`config.mk`:
```
export PLATFORM = sky130hd
export DESIGN_NAME = sync_debounce_bank
export DESIGN_NICKNAME = d
export VERILOG_FILES = /design/src/rtl/health_sync_pkg.sv /design/src/rtl/sync_debounce_channel.sv /design/src/rtl/sync_debounce_bank.sv
export SDC_FILE = /design/constraint.sdc
export NUM_CORES = 1
export LEC_CHECK = 0
export CAP_MARGIN = 20
export CORE_MARGIN = 4
export CORE_UTILIZATION = 46
export CTS_CLUSTER_SIZE = 16
export DETAILED_ROUTE_END_ITERATION = 7
export GPL_TIMING_DRIVEN = 0
export PLACE_DENSITY = 0.74
export SKIP_LAST_GASP = 1
export SYNTH_ARGS = -nofsm -noshare
export SYNTH_HDL_FRONTEND = slang
export SYNTH_SLANG_ARGS = --single-unit
```
`constraint.sdc`:
```
create_clock -name clk -period 1.45 [get_ports clk]
set_input_delay 0.29 -clock clk [delete_from_list [all_inputs] [get_ports clk]]
set_output_delay 0.29 -clock clk [all_outputs]
set_load 0.05 [all_outputs]
```
`src/rtl/health_sync_pkg.sv`:
```
// Shared constants and helpers for the health-indicator input conditioning blocks.
package health_sync_pkg;

    localparam int DEFAULT_STAGES   = 2;
    localparam int DEFAULT_DEBOUNCE = 16;

    // Ceiling log2; clog2(1) = 0. Callers size counters with clog2(N+1).
    function automatic int clog2(input int value);
        int res;
        int rem;
        res = 0;
        rem = value - 1;
        while (rem > 0) begin
            res = res + 1;
            rem = rem >> 1;
        end
        return res;
    endfunction

endpackage

```
`src/rtl/sync_debounce_channel.sv`:
```
// One input channel: N-flop synchronizer, debounce counter, accepted level and
// registered rise/fall pulses that line up with the accepted level changing.
module sync_debounce_channel
    import health_sync_pkg::*;
#(
    parameter int   STAGES          = DEFAULT_STAGES,
    parameter int   DEBOUNCE_CYCLES = DEFAULT_DEBOUNCE,
    parameter logic RESET_VAL       = 1'b0
) (
    input  logic clk,
    input  logic reset,
    input  logic din,
    input  logic db_bypass,
    output logic sync_out,
    output logic stable_out,
    output logic rise_pulse,
    output logic fall_pulse
);

    localparam int            CW       = clog2(DEBOUNCE_CYCLES + 1);
    localparam logic [CW-1:0] CNT_LAST = CW'(DEBOUNCE_CYCLES - 1);

    (* ASYNC_REG = "TRUE" *) logic [STAGES-1:0] sync_q;

    logic [CW-1:0] cnt_q, cnt_d;
    logic          stable_q, stable_d;
    logic          rise_q, rise_d;
    logic          fall_q, fall_d;
    logic          sync_lvl;

    assign sync_lvl = sync_q[STAGES-1];

    // Synchronizer shift chain; bit 0 is the metastability-exposed flop.
    always_ff @(posedge clk) begin
        if (reset) begin
            sync_q <= {STAGES{RESET_VAL}};
        end else begin
            sync_q <= {sync_q[STAGES-2:0], din};
        end
    end

    // Debounce decision: a new level is accepted only after it has differed
    // from the accepted level for DEBOUNCE_CYCLES consecutive edges. Any
    // matching cycle restarts the count, and bypass keeps it parked at zero.
    always_comb begin
        stable_d = stable_q;
        cnt_d    = '0;
        if (db_bypass) begin
            stable_d = sync_lvl;
        end else if (sync_lvl != stable_q) begin
            if (cnt_q == CNT_LAST) begin
                stable_d = sync_lvl;
            end else begin
                cnt_d = cnt_q + CW'(1);
            end
        end
        // Pulses come from the same next-state compare so they register on the
        // exact edge the accepted level changes.
        rise_d = stable_d & ~stable_q;
        fall_d = ~stable_d & stable_q;
    end

    // Counter, accepted level and edge pulse registers; reset never produces a pulse.
    always_ff @(posedge clk) begin
        if (reset) begin
            cnt_q    <= '0;
            stable_q <= RESET_VAL;
            rise_q   <= 1'b0;
            fall_q   <= 1'b0;
        end else begin
            cnt_q    <= cnt_d;
            stable_q <= stable_d;
            rise_q   <= rise_d;
            fall_q   <= fall_d;
        end
    end

    assign sync_out   = sync_lvl;
    assign stable_out = stable_q;
    assign rise_pulse = rise_q;
    assign fall_pulse = fall_q;

endmodule

```
`src/rtl/sync_debounce_bank.sv`:
```
// Multi-channel synchronizer + debounce bank feeding the health FSM and LED logic.
module sync_debounce_bank
    import health_sync_pkg::*;
#(
    parameter int   CHANNELS        = 4,
    parameter int   STAGES          = DEFAULT_STAGES,
    parameter int   DEBOUNCE_CYCLES = DEFAULT_DEBOUNCE,
    parameter logic RESET_VAL       = 1'b0
) (
    input  logic                clk,
    input  logic                reset,
    input  logic [CHANNELS-1:0] din,
    input  logic [CHANNELS-1:0] db_bypass,
    output logic [CHANNELS-1:0] sync_out,
    output logic [CHANNELS-1:0] stable_out,
    output logic [CHANNELS-1:0] rise_pulse,
    output logic [CHANNELS-1:0] fall_pulse,
    output logic                any_change
);

    // Independent per-channel conditioners.
    for (genvar g = 0; g < CHANNELS; g++) begin : g_ch
        sync_debounce_channel #(
            .STAGES          (STAGES),
            .DEBOUNCE_CYCLES (DEBOUNCE_CYCLES),
            .RESET_VAL       (RESET_VAL)
        ) u_chan (
            .clk        (clk),
            .reset      (reset),
            .din        (din[g]),
            .db_bypass  (db_bypass[g]),
            .sync_out   (sync_out[g]),
            .stable_out (stable_out[g]),
            .rise_pulse (rise_pulse[g]),
            .fall_pulse (fall_pulse[g])
        );
    end

    // Summary strobe: simultaneous events on several channels share one cycle.
    always_comb begin
        any_change = |(rise_pulse | fall_pulse);
    end

endmodule

```
## After elaboration in Yosys (flattened, before gate mapping)

Cells that the tools add are included.

| operators by class | value |
|---|---|
| mux-type cells | 12 |
| add/sub/neg operators | 4 |
| eq/ne operators | 8 |
| bitwise gates (word level) | 21 |
| reduce and logical (&&, ||, !) cells | 5 |

Operators with widths:

| cell | count |
|---|---|
| $add 5x1->5 const B | 4 |
| $eq 5x4->1 const B | 4 |
| $reduce_or 4->1 | 5 |
| $mux 1 | 12 |
| $not 1->1 | 12 |
| $and 1x1->1 | 8 |
| $ne 1x1->1 | 4 |
| $or 4x4->4 | 1 |

| word-level totals | value |
|---|---|
| output and inout port bits | 17 |
| input port bits | 10 |
| flip-flop bits (word level) | 40 |
| logic and storage cells | 70 |

## Depth between registers and ports, before layout

Gate-level depths: netlist of the first run.

| logic depth | value |
|---|---|
| depth after elaboration | 6 |
| gate-level depth with buffers | 6 |

## Hierarchy

A second synthesis of the first run with hierarchy kept.

| unflattened totals | value |
|---|---|
| cell total of the unflattened synthesis | 135 |
| area, all modules | 1417.6 um2 |

By module, submodules not included:

| module | times used | cells each | area each (um2) |
|---|---|---|---|
| sync_debounce_channel | 4 | 33 | 350.3 |
| sync_debounce_bank | 1 | 3 | 16.3 |

## Worst setup path before layout of the first run

No wires, ideal clock.

| timing | value |
|---|---|
| path kind | register to register |
| start | reg g_ch[2].u_chan.cnt_q[0] |
| end | reg g_ch[2].u_chan.cnt_q[2] |
| clock period less this slack | 1.328 ns |
| required time | 1.386 ns |
| cell stages (with the launch flop) | 7 |
| slack | 0.122 ns |
| arrival time | 1.264 ns |
| library setup time | 0.064 ns |
| path through | dfxtp_1 -> ha_1 -> and3_1 -> ha_1 -> nor2_2 -> nand3b_2 -> nor2_1 |

| on the way | value |
|---|---|
| cells in the longest elaborated chain, start to end | 2 |
| elaborated cells on any way between the ends | 3 |

Ends and longest elaborated chain:

| element | RTL line | text |
|---|---|---|
| from (decl) | sync_debounce_channel.sv:25 | `logic [CW-1:0] cnt_q, cnt_d;` |
| from (signal assigned) | sync_debounce_channel.sv:71 | `cnt_q <= cnt_d;` |
| parallel branches: the longest is 2 deep, another holds $add 5x1->5 | -- |  |

Parallel ways; which one is timed is not known.
A chain may end at the register's enable or synchronous reset.

## Worst setup path in the final report of the first run

| timing | value |
|---|---|
| start | reg g_ch[0].u_chan.fall_q |
| end | out any_change |

| on the way | value |
|---|---|
| cells in the longest elaborated chain, start to end | 2 |

Ends and longest elaborated chain:

| element | RTL line | text |
|---|---|---|
| from (decl) | sync_debounce_channel.sv:28 | `logic fall_q, fall_d;` |
| from (signal assigned) | sync_debounce_channel.sv:74 | `fall_q <= fall_d;` |
| $or 4x4->4 | sync_debounce_bank.sv:41 | `any_change = \|(rise_pulse \| fall_pulse);` |
| $reduce_or 4->1 | sync_debounce_bank.sv:41 |  |
| to (decl) | sync_debounce_bank.sv:18 | `output logic any_change` |

Every way passes these cells.

==> summary.txt, run 1 <==
Status
  – Status: complete, but fails checks
  – Violated checks: setup timing

GRT
  – Initial antenna violation count: 0
  – Grt total ovfl: 0
  – Overall Global Routing Usage: about 14%
  – Pin count of the biggest net entering global routing: 13
  – First-pass GRT wire length: 4450 um
  – Vias in the first global route: 1052

Final layout
  – Layout Area Growth over Synthesis: 28.1%
  – # nets final: 204
  – Layout cells sized above 1: a little under 40%
  – Post-layout util: between 60% and 70%
  – Fill cells: 275
  – Ant. Diodes: 0

Route
  – Drc violations: 0
  – Vias per cell: 4.71
  – Initial DRC Count: 40
  – Final wirelength: between 2000 and 3000 um
  – Routed Antenna Nets: 0
  – Drt first pass iters: 3
  – Vias: roughly 1100
  – WL/cell: 11.8 um

Critical path
  – Arr. time, crit path: approximately 1.2 ns
  – CP Capture Type: output pin
  – R2R cell count: 6
  – Kind of critical path: flip-flop to output pin
  – CP max FO: 2
  – Worst setup SP type: flip-flop
  – CP required: 1.16 ns

Synthesis
  – Yosys warns: 0
  – Syn Nets: around 170
  – Largest family of logic cells by synthesized area: simple AND/OR/NAND/NOR gates
  – Simple-gate share of the synthesized area: 21.9%
  – Post-synthesis mux area share: 0%
  – Netlist cell types: 18
  – Avg Cell Area, Syn: ~10 um^2
  – Synth Area in Adders: 6.42%
  – Synth Area in Compound Gates: under 10%
  – Seq cells post-synth: 40
  – Xor/xnor share of the synthesized area: 6.74%
  – Sequential share of the synthesized area: 51.3%
  – Syn Inst Count: between 150 and 200
  – Synthesized area: 1560 um^2

Power
  – Power per Cell Area: 949 nW/um^2
  – Pleak: between 0.0008 and 0.0009 uW
  – Max IR drop VDD: 598 uV

Place
  – Pre-CTS WS: -0.236 ns
  – IO buf count: 26
  – DP HPWL: slightly below 2000 um
  – GPL Wtd Cong: 0.696

Timing
  – Final Setup Violations: 1
  – Peak Freq: 0.663 GHz
  – Final Hold Viols: 0
  – Clock Skews: between 0.007 and 0.008 ns
  – Hold slack: around 0.43 ns
  – Min Tclk post-route: around 1.5 ns
  – TNS Setup: -0.0581 ns
  – Max-slew violations: 0
  – Worst-Margin Slew: roughly 0.33 ns
  – RSZ-0062 raised after global routing: yes
  – Worst relative slew slack: between 70% and 80%
  – Tcrit/Tclk final: 104%
  – Post-route setup slack: -0.0581 ns

CTS
  – CTS tree: yes
  – Sinks on the clock net: 40
  – H-tree levels: 2
  – Postcts setup bufs: 0
  – CTS root buf: clkbuf_4
  – Clock Latency Late Sink: 0.35 ns
  – Clock transition at path regs: 0.12 ns
  – Num CTS Buffers: 5
  – Clk buf depth: 2

Floorplanning
  – Die span in y: between 60 and 70 um
  – Top-Level Pins: 27
  – Die ar.: 4390 um^2
  – Die Wd: 66.2 um
  – Starting Density: 49.5%
  – Core Area: 3150 um^2
  – Row count: 20

Min path
  – Min-Delay Path Depth: 1
  – Worst hold-check path type: flip-flop to flip-flop

Flow run
  – Max Cap Viol: 0
path summary, 6_finish.rpt:
kind | slack (ns) | startpoint | to
worst max-delay path | -0.06 | g_ch[0].u_chan.fall_pulse$_SDFF_PP0_ | any_change
worst min register to register | 0.43 | g_ch[0].u_chan.cnt_q[0]$_SDFF_PP0_ | g_ch[0].u_chan.cnt_q[0]$_SDFF_PP0_
worst max register to register | 0.04 | g_ch[2].u_chan.cnt_q[0]$_SDFF_PP0_ | g_ch[2].u_chan.cnt_q[2]$_SDFF_PP0_
worst min-delay path | 0.43 | g_ch[0].u_chan.cnt_q[0]$_SDFF_PP0_ | g_ch[0].u_chan.cnt_q[0]$_SDFF_PP0_
cell families after synthesis:
family                   Yosys count
adder cells (fa/ha/maj)            8
flip-flops                        40
buffers and inverters             26
XOR/XNOR                          12
AO/OA/AOI/OAI                      8
AND/OR/NAND/NOR                   59
per-layer routing:
layer / vias up / GRT usage [%] / wire [um]
met5: - / 0 / 0
met4: 0 / 8.38 / 52
met3: 5 / 4.59 / 185
met2: 27 / 21.8 / 1350
met1: 505 / 15.7 / 1140
li1: 551 / - / -
cell type report:
type                    count  area (um^2)  area share (%)
multi-input cells          87          698            34.9
repair buffers             26          199            9.96
well taps                  44         55.1            2.76
inverters                   8         30.0            1.50
plain buffers              18          143            7.14
clock buffers               6         51.3            2.57
clock inverters             2         10.0           0.501
flip-flops and latches     40          812            40.6
sequential cells by signal, summed over array words and instances, names as in the netlist:
signal and cells:
g_ch.u_chan.cnt_q 20, g_ch.u_chan.sync_q 8, g_ch.u_chan.fall_pulse 4, g_ch.u_chan.rise_pulse 4
g_ch.u_chan.stable_out 4
synth_stat cells:
master    number  area (um^2)
a21oi_1        4         20.0
and3_1         4         25.0
buf_4         16          120
buf_6          2         22.5
dfxtp_1       40          801
ha_1           8          100
inv_1          8         30.0
nand2_1        5         18.8
nand3_1        4         20.0
nand3b_2       4         45.0
nor2_1        20         75.1
nor2_2         4         25.0
nor2b_1        8         50.1
nor4_1         2         12.5
nor4b_1        8         70.1
o21ai_0        4         20.0
xnor2_1        4         35.0
xor2_1         8         70.1
timing repair:
| item | in CTS | in global routing |
|---|---|---|
| hold endpoints to repair | 0 | 0 |
| pin swaps | 1 | 7 |
| setup endpoints to repair | 25 | 35 |
| resized for setup | 94 | 32 |
| hold buffers | 0 | 0 |
per-stage QoR:
step                      power [uW]  cells  instance area [um^2]
after floorplan                 1260    153                  1560
after global placement          1320    223                  1880
after detailed placement        1320    223                  1880
after CTS                       1900    231                  1890
after global routing            1970    231                  2000
final                           1900    231                  2000
worst max-delay path: stages, from the launching register on:
cell and delay [ns]:
dfxtp_1 0.33, nor4_1 0.26, nand2_1 0.11, buf_6 0.17
placed cells by master (no fill, tap or decap):
master	n
xnor2_1	4
nand3b_4	4
nor2_1	14
nand3_1	4
ha_1	4
o21ai_0	4
nor4b_1	6
xor2_1	8
clkinv_2	2
dfxtp_2	9
clkbuf_4	7
nor2_2	6
and3_1	4
nor4_4	1
buf_2	9
inv_1	8
dfxtp_1	31
clkdlybuf4s50_1	9
nor4b_2	2
nand2_1	5
buf_6	3
buf_4	21
nor2_4	4
a21oi_2	1
ha_2	4
clkbuf_8	1
nor4_1	1
nor2b_1	8
a21oi_1	3
power by group:
part | total, uW | internal [uW] | switching [uW]
sequential | 1130 | 1120 | 15.8
clock | 586 | 231 | 355
combinational | 177 | 80.8 | 96.6
total | 1900 | 1430 | 467
Note: power is estimated with default switching activity, not from simulation.
==> run 2: changes to the inputs <==
--- a/config.mk
+++ b/config.mk
@@ -6,12 +6,12 @@
 export NUM_CORES = 1
 export LEC_CHECK = 0
 export CAP_MARGIN = 20
-export CORE_MARGIN = 4
 export CORE_UTILIZATION = 46
 export CTS_CLUSTER_SIZE = 16
 export DETAILED_ROUTE_END_ITERATION = 7
 export GPL_TIMING_DRIVEN = 0
 export PLACE_DENSITY = 0.74
+export SKIP_CTS_REPAIR_TIMING = 1
 export SKIP_LAST_GASP = 1
 export SYNTH_ARGS = -nofsm -noshare
 export SYNTH_HDL_FRONTEND = slang
==> summary.txt, run 2 (same netlist as run 1, synthesis figures left out) <==
Final layout
  – # nets final: just over 200
  – Commonest non-fill, non-tap cell in the layout: dfxtp_1
  – Largest regs: g_ch.u_chan.cnt_q (20), g_ch.u_chan.sync_q (8)
  – Fill cells: 266
  – Largest Register: g_ch.u_chan.cnt_q
  – Ant. Diodes: 0
  – Commonest non-fill, non-tap cells in the layout: dfxtp_1 (30), nor2_1 (17), buf_4 (16)
  – Largest register FFs: 20
  – Layout Area Growth over Synthesis: 29.8%
  – Layout cells sized above 1: 37.1%
  – Final std cells w/o fill: 230

Timing
  – Clock Skews: 0.0130 ns
  – Min Tclk post-route: roughly 1.5 ns
  – RSZ-0062 raised after global routing: yes
  – Post-route setup slack: -0.0573 ns
  – Max-slew violations: 0
  – Worst relative slew slack: 77.3%
  – Final Hold Viols: 0
  – Final Setup Violations: 1
  – Tcrit/Tclk final: 104%
  – Worst-Margin Slew: 0.339 ns
  – Peak Freq: ~0.66 GHz

Floorplanning
  – Top-Level Pins: 27
  – Die ar.: 3630 um^2
  – Die Wd: around 60 um
  – Core Area: ~3100 um^2
  – Die span in y: 60.2 um
  – Starting Density: 49.9%
  – Row count: 20

Critical path
  – Worst setup SP type: flip-flop
  – CP peak stage delay: between 0.3 and 0.4 ns
  – Worst reg2reg startpoint: g_ch[2].u_chan.cnt_q[0]$_SDFF_PP0_
  – CP max FO: 2
  – FF-to-FF setup slack: 0.07 ns
  – CP required: roughly 1.2 ns
  – CP startpoint: g_ch[3].u_chan.rise_pulse$_SDFF_PP0_
  – R2R cell count: 6
  – Slowest CP cell: dfxtp_2
  – CP delay by family, top: simple AND/OR/NAND/NOR gates
  – CP Capture Type: output pin
  – Kind of critical path: flip-flop to output pin
  – Critical path cell sequence: nor4_4 > nand2_1 > buf_6
  – CP bufs+invs: 1
  – FF-to-FF End: g_ch[2].u_chan.cnt_q[2]$_SDFF_PP0_
  – Arr. time, crit path: 1.22 ns

CTS
  – Num CTS Buffers: 5
  – Sinks on the clock net: 40
  – CTS root buf: clkbuf_4
  – CTS tree: yes
  – Clock Latency Late Sink: 0.34 ns
  – H-tree levels: 2
  – Clk buf depth: 2
  – Clock transition at path regs: 0.12 ns

Route
  – Routed Antenna Nets: 0
  – Drt first pass iters: 4
  – Final wirelength: 2580 um
  – Vias: 1082
  – Drc violations: 0
  – WL/cell: 11.2 um
  – Initial DRC Count: 40
  – Vias per cell: between 4 and 5

Min path
  – Hold EP: g_ch[1].u_chan.cnt_q[0]$_SDFF_PP0_
  – Worst hold-check path type: flip-flop to flip-flop
  – Min-delay src: g_ch[1].u_chan.cnt_q[0]$_SDFF_PP0_
  – Min-Delay Path Depth: 1

Place
  – Pre-CTS WS: -0.231 ns
  – Cells after DPL: around 220
  – IO buf count: 26
  – GPL Wtd Cong: 0.667
  – DP HPWL: between 1500 and 2000 um

Power
  – Max IR drop VDD: 630 uV
  – Power after layout: 2190 uW
  – Pleak: 0.000903 uW
  – Power per Cell Area: 1080 nW/um^2

GRT
  – Grt total ovfl: 0
  – Initial antenna violation count: 0
  – First-pass GRT wire length: 3850 um
  – Overall Global Routing Usage: between 10% and 20%
  – Vias in the first global route: 970
  – Pin count of the biggest net entering global routing: 13

Flow run
  – Max Cap Viol: 0

Status
  – Violated checks: setup timing
  – Status: complete, but fails checks
## run 2: worst reg2reg max path, cell delays in order (launching register included)
cell      delay [ns]
dfxtp_2         0.35
ha_1            0.21
and3_1          0.19
ha_2            0.19
nor2_4          0.14
nand3b_4        0.12
nor2_1          0.13
## run 2: layout make-up
type                       instances  area [um^2]  share of cell area (%)
sequential                        40          813                    40.1
clock inverter                     2         60.1                    2.96
timing repair buffer              26          201                    9.94
tap                               44         55.1                    2.72
multi-input combinational         87          686                    33.8
buffer                            18          143                    7.04
clock buffer                       5         37.5                    1.85
inverter                           8         30.0                    1.48
## run 2: routing by layer
| layer | part of all wire, % | up-vias | GRT usage [%] |
|---|---|---|---|
| li1 | - | 550 | - |
| met1 | 41 | 503 | 15.3 |
| met2 | 52 | 23 | 25.6 |
| met3 | 5.0 | 6 | 5.84 |
| met4 | 1.8 | 0 | 7.97 |
| met5 | 0 | - | 0 |
## run 2: worst max-delay path by stage
stage | to | slack (ns) | cells past startpoint
floorplan | g_ch[2].u_chan.cnt_q[2]$_SDFF_PP0_ | 0.12 | 6
global placement | any_change | -0.22 | 3
detailed placement | any_change | -0.23 | 3
CTS | any_change | -0.63 | 3
global route | any_change | -0.13 | 3
finish | any_change | -0.06 | 3
## run 2: metrics by stage
stage | cell area, um^2 | hold slack, ns | utilization [%] | setup TNS, ns
5_1_grt | 2030 | 0.442 | 64.8 | -0.138
3_3_place_gp | 1880 | 0.419 | 60.0 | -1.63
2_1_floorplan | 1560 | 0.414 | - | 0
3_5_place_dp | 1880 | 0.422 | 60.0 | -1.75
6_report | 2030 | 0.421 | 64.8 | -0.0573
4_1_cts | 1970 | 0.449 | 63.1 | -8.46
## run 2: power breakdown
part,internal [uW],total [uW],switching [uW]
clock,528,878,350
sequential,1120,1130,15.4
combinational,80.4,175,94.3
total,1730,2190,460
